## src/rtl/mips_test_sequencer.sv

```systemverilog
// mips_test_sequencer: steps through a loaded program of instruction words,
// drives each one to a combinational MIPS core, waits for the core to settle
// and scores the returned result against the expected value stored with it.
//
// state    | meaning
// ---------+-------------------------------------------------------------
// S_IDLE   | out of reset, waiting for start; program memory writable
// S_ISSUE  | drive instr_mem[idx] onto instruction_out, arm settle timer
// S_SETTLE | down-count the settle timer while the core output settles
// S_CHECK  | compare result_in with expect_mem[idx], advance or finish
// S_DONE   | run finished, counters held; program memory writable
module mips_test_sequencer #(
  parameter int DEPTH  = 16,
  parameter int SETTLE = 1,
  localparam int AW    = $clog2(DEPTH),
  localparam int CW    = AW + 1
) (
  input  logic          clk,
  input  logic          rst_n,
  input  logic          load_en,
  input  logic [AW-1:0] load_addr,
  input  logic [31:0]   load_instr,
  input  logic [31:0]   load_expect,
  input  logic [CW-1:0] prog_len,
  input  logic          start,
  output logic [31:0]   instruction_out,
  input  logic [31:0]   result_in,
  output logic          busy,
  output logic          done,
  output logic [CW-1:0] pass_count,
  output logic [CW-1:0] fail_count,
  output logic [AW-1:0] first_fail_idx
);

  typedef enum logic [2:0] {
    S_IDLE,
    S_ISSUE,
    S_SETTLE,
    S_CHECK,
    S_DONE
  } state_t;

  state_t        state_q, state_d;
  logic [AW-1:0] idx_q, idx_d;
  logic [CW-1:0] len_q, len_d;
  logic [3:0]    cnt_q, cnt_d;
  logic [31:0]   instr_q, instr_d;
  logic [CW-1:0] pass_q, pass_d;
  logic [CW-1:0] fail_q, fail_d;
  logic [AW-1:0] ffi_q, ffi_d;

  logic [31:0]   instr_mem  [DEPTH];
  logic [31:0]   expect_mem [DEPTH];

  logic          idle_or_done;
  logic          wr_en;

  assign idle_or_done = (state_q == S_IDLE) || (state_q == S_DONE);
  assign wr_en        = load_en && idle_or_done && ({1'b0, load_addr} < CW'(DEPTH));

  // Program memory: no reset so a loaded program survives rst_n.
  always_ff @(posedge clk) begin
    if (wr_en) begin
      instr_mem[load_addr]  <= load_instr;
      expect_mem[load_addr] <= load_expect;
    end
  end

  // Next-state and datapath updates for the sequencer.
  always_comb begin
    state_d = state_q;
    idx_d   = idx_q;
    len_d   = len_q;
    cnt_d   = cnt_q;
    instr_d = instr_q;
    pass_d  = pass_q;
    fail_d  = fail_q;
    ffi_d   = ffi_q;
    case (state_q)
      S_IDLE, S_DONE: begin
        if (start) begin
          idx_d   = '0;
          pass_d  = '0;
          fail_d  = '0;
          ffi_d   = '0;
          // Over-long programs are clipped to the memory size.
          len_d   = (prog_len > CW'(DEPTH)) ? CW'(DEPTH) : prog_len;
          state_d = (prog_len == '0) ? S_DONE : S_ISSUE;
        end
      end
      S_ISSUE: begin
        instr_d = instr_mem[idx_q];
        cnt_d   = 4'(SETTLE);
        state_d = S_SETTLE;
      end
      S_SETTLE: begin
        cnt_d = cnt_q - 4'd1;
        // Leaving at a count of 1 makes SETTLE last exactly SETTLE cycles.
        if (cnt_q <= 4'd1) begin
          cnt_d   = '0;
          state_d = S_CHECK;
        end
      end
      S_CHECK: begin
        if (result_in == expect_mem[idx_q]) begin
          pass_d = pass_q + CW'(1);
        end else begin
          fail_d = fail_q + CW'(1);
          if (fail_q == '0) begin
            ffi_d = idx_q;
          end
        end
        if ({1'b0, idx_q} == (len_q - CW'(1))) begin
          state_d = S_DONE;
        end else begin
          idx_d   = idx_q + AW'(1);
          state_d = S_ISSUE;
        end
      end
      default: state_d = S_IDLE;
    endcase
  end

  // State and datapath registers with asynchronous clear.
  always_ff @(posedge clk or negedge rst_n) begin
    if (!rst_n) begin
      state_q <= S_IDLE;
      idx_q   <= '0;
      len_q   <= '0;
      cnt_q   <= '0;
      instr_q <= 32'h0000_0000;
      pass_q  <= '0;
      fail_q  <= '0;
      ffi_q   <= '0;
    end else begin
      state_q <= state_d;
      idx_q   <= idx_d;
      len_q   <= len_d;
      cnt_q   <= cnt_d;
      instr_q <= instr_d;
      pass_q  <= pass_d;
      fail_q  <= fail_d;
      ffi_q   <= ffi_d;
    end
  end

  assign instruction_out = instr_q;
  assign busy            = (state_q == S_ISSUE) || (state_q == S_SETTLE) || (state_q == S_CHECK);
  assign done            = (state_q == S_DONE);
  assign pass_count      = pass_q;
  assign fail_count      = fail_q;
  assign first_fail_idx  = ffi_q;

endmodule

```

## config.mk

```make
export PLATFORM = sky130hd
export DESIGN_NAME = mips_test_sequencer
export DESIGN_NICKNAME = d
export VERILOG_FILES = /design/src/rtl/mips_test_sequencer.sv
export SDC_FILE = /design/constraint.sdc
export NUM_CORES = 1
export LEC_CHECK = 0
export CAP_MARGIN = 30
export CELL_PAD_IN_SITES_DETAIL_PLACEMENT = 2
export CELL_PAD_IN_SITES_GLOBAL_PLACEMENT = 2
export CORE_MARGIN = 1.5
export CORE_UTILIZATION = 40
export DETAILED_ROUTE_END_ITERATION = 8
export PLACE_DENSITY_LB_ADDON = 0.1
export SLEW_MARGIN = 0
export SYNTH_ARGS = -nofsm -noshare
export SYNTH_HDL_FRONTEND = slang
export SYNTH_SLANG_ARGS = --single-unit
```

## constraint.sdc

```tcl
create_clock -name clk -period 6.76 [get_ports clk]
set_input_delay 1.352 -clock clk [delete_from_list [all_inputs] [get_ports clk]]
set_output_delay 1.352 -clock clk [all_outputs]
set_load 0.05 [all_outputs]
```

==> summary.txt <==
post-cts repair resize count -> 0
clk sinks -> 1086
max-slew violation count -> 0
# setup viols final -> 0
worst skew pair latency -> 0.71 ns
last element of the critical path -> pass_count[1]
initial antenna violation count -> 12
Cells after Synth -> 2139
Req. time, crit path -> 7.38 ns
Worst Setup Start Kind -> flop
via count -> 21760
Tot GR Track Use -> 22.17%
vias in the first global route -> 24430
top-area cell type share of the netlist area -> 72.64%
Ys Warns -> 0
residual DRC count -> 0
Post-synth top cells -> 1024 x edfxtp_1, 201 x mux2i_1, 174 x mux4_2, 122 x nand2_1, 102 x o221ai_1
final period utilization -> 66.99%
ys async rst share -> 5.709%
top-level I/O count -> 157
layout cell share with drive strength beyond 1 -> 17.84%
die area -> 107800 um^2
Peak supply drop -> 0.2944 mV
total power -> 0.01870 W
worst min path class -> reg2reg
Max Fclk -> 220.8 MHz
largest net degree at the start of global routing -> 86
top cell type by total area after synthesis -> edfxtp_1
r2r setup slk -> 2.23 ns
synthesized area per cell -> 19.79 um^2
critical path arrival -> 5.15 ns
count leader, synth -> edfxtp_1
worst clock skew -> 0.02378 ns
status -> completed
worst-path fanout max -> 46
Antenna Nets Post-Route -> 0
Mapped Nets -> 2255
worst-margin pin slew -> 0.9781 ns
EDFF count, synth -> 1024
grt ovf -> 0
post-synthesis register bit count -> 1086
Inserted Clock Buffers -> 116
first-pass GRT wire length -> 172.4 mm
H-tree Lvls -> 3
WS Path Type -> reg2reg
Area contributors post-synth -> edfxtp_1 73%, mux4_2 9.3%, mux2i_1 4.8%, dfrtp_1 3.7%, o221ai_1 2.1%
fin nets -> 2466
# Post-CTS Setup Buffers -> 0
worst flop-to-flop path endpoint -> pass_count[1]
placer congestion estimate -> 0.7282
area of the core -> 105100 um^2
Final HPWL DP -> 63.21 mm
non-filler cells, final -> 3842
worst r2r src -> idx_q[3]
final critical-path required period -> 4.529 ns
Chip Width -> 328.3 um
WL final -> 118.2 mm
PortBufs -> 156
Max-slew headroom -> 34.79%
R2R depth -> 9
Fillers -> 9443
hold_buf cts -> 0
Pwr Density -> 376.7 nW/um^2
CTS clk-pin slew, worst paths -> 0.06 ns
sequential fraction of the synthesis area -> 76.30%
post-synthesis cell area -> 42330 um^2
Longest Clk Path Bufs -> 3
total negative slack -> 0 ns
Std-Cell Rows -> 119
Hold Violations, Final -> 0
Die H -> 328.3 um
routed vias/inst -> 5.665
max_cap viols -> 0
clock root buffer master -> clkbuf_16
leakage -> 15.79 nW
CTS tree -> yes
RSZ-0062 raised after global routing -> no
WL/cell -> 30.77 um
Pre-Repair DR Iteration Count -> 5
placed cell count -> 3622
Area Overhead vs Synth -> 17.28%
Synth Flop Type -> edfxtp_1
starting density of the core -> 40.27%
Distinct cells, synth -> 63
number of DRC markers in iteration 0 -> 1606
crit end category -> flop
crit path from -> idx_q[3]
==> state kept, by name, summed over array words and instances, names as in the netlist <==
name	count
expect_mem	512
instr_mem	512
instruction_out	32
fail_count	5
len_q	5
pass_count	5
cnt_q	4
first_fail_idx	4
idx_q	4
state_q	3
==> cells by family (layout without fill, tap and decap cells) <==
| group | Yosys count | count (layout) | share of synthesized area, % |
|---|---|---|---|
| flip-flops | 1086 | 1086 | 76.30 |
| multiplexers | 378 | 378 | 14.09 |
| AND/OR/NAND/NOR | 262 | 262 | 2.888 |
| AO/OA/AOI/OAI | 237 | 237 | 4.301 |
| buffers and inverters | 139 | 450 | 1.590 |
| XOR/XNOR | 30 | 30 | 0.6207 |
| adder cells (fa/ha/maj) | 7 | 7 | 0.2069 |
| other | 0 | 1 | 0 |
==> cell type report <==
class	instances	area, um^2	area share (%)
well taps	1391	1740	3.506
clock inverters	64	630.6	1.270
flip-flops and latches	1086	32320	65.09
repair buffers	207	2168	4.367
multi-input cells	914	9475	19.09
inverters	25	95.09	0.1915
diodes	1	2.502	0.005040
clock buffers	154	3219	6.484
==> worst max-delay path, stage by stage, from the launching register on <==
cell      delay (ns)
dfrtp_4         0.87
buf_4           0.77
nor2_1          0.27
a22o_1          0.28
a221oi_1        0.44
xor2_1          0.27
nand4_1         0.35
nor3_4          0.54
and3_1          0.40
mux2i_1         0.21
==> metrics by stage <==
stage	utilization (%)	cell area [um^2]	setup WS (ns)	hold slack, ns
after floorplan	-	42330	0.05720	0.4686
after global placement	43.46	45680	2.162	0.4620
after detailed placement	43.54	45770	2.151	0.4769
after CTS	47.20	49620	2.126	0.4906
after global routing	47.23	49650	1.920	0.5190
final	47.23	49650	2.231	0.4846
==> placed cells by master, fill, tap and decap left out, drive strengths merged, types with 7 or more instances in the layout <==
cell type      netlist  layout
inv                 24      25
a21oi               11      11
nor3                16      16
bufinv               0      11
buf                 57      52
nor2                48      48
clkdlybuf4s50        0     155
clkinv               1      47
nand3               14      14
mux2i              201     201
a221oi              17      17
xnor2               22      22
a22o                 8       8
o221ai             102     102
a221o               10      10
nand2b              14      14
clkbuf              57     154
ha                   7       7
mux4               174     174
xor2                 8       8
o21ai               53      53
edfxtp            1024    1024
nand3b               7       7
nand4               13      13
nand2              122     122
dfrtp               62      62
==> worst min-delay path by stage <==
stage	startpoint	to	slack [ns]	cells after the start
2_1_floorplan	len_q[4]	len_q[4]	0.47	2
3_3_place_gp	instruction_out[31]	instruction_out[31]	0.46	2
6_report	instruction_out[21]	instruction_out[21]	0.48	2
5_1_grt	instruction_out[11]	instruction_out[11]	0.52	2
4_1_cts	instruction_out[21]	instruction_out[21]	0.49	2
3_5_place_dp	instruction_out[21]	instruction_out[21]	0.48	2
==> report_power, final <==
part | switching, W | internal [W] | total [W] | leakage (nW)
registers | 0.000250 | 0.00763 | 0.00788 | 10.0
logic | 0.00260 | 0.00180 | 0.00439 | 3.91
clock network | 0.00268 | 0.00376 | 0.00643 | 1.88
==> per-layer routing <==
metal	GRT usage, %	routed length (um)	vias up
li1	-	-	9273
met1	28.18	48480	11860
met2	39.92	62900	455
met3	3.293	4367	166
met4	5.059	2365	14
met5	0	82	-
Power figures use the tool's default switching activity.
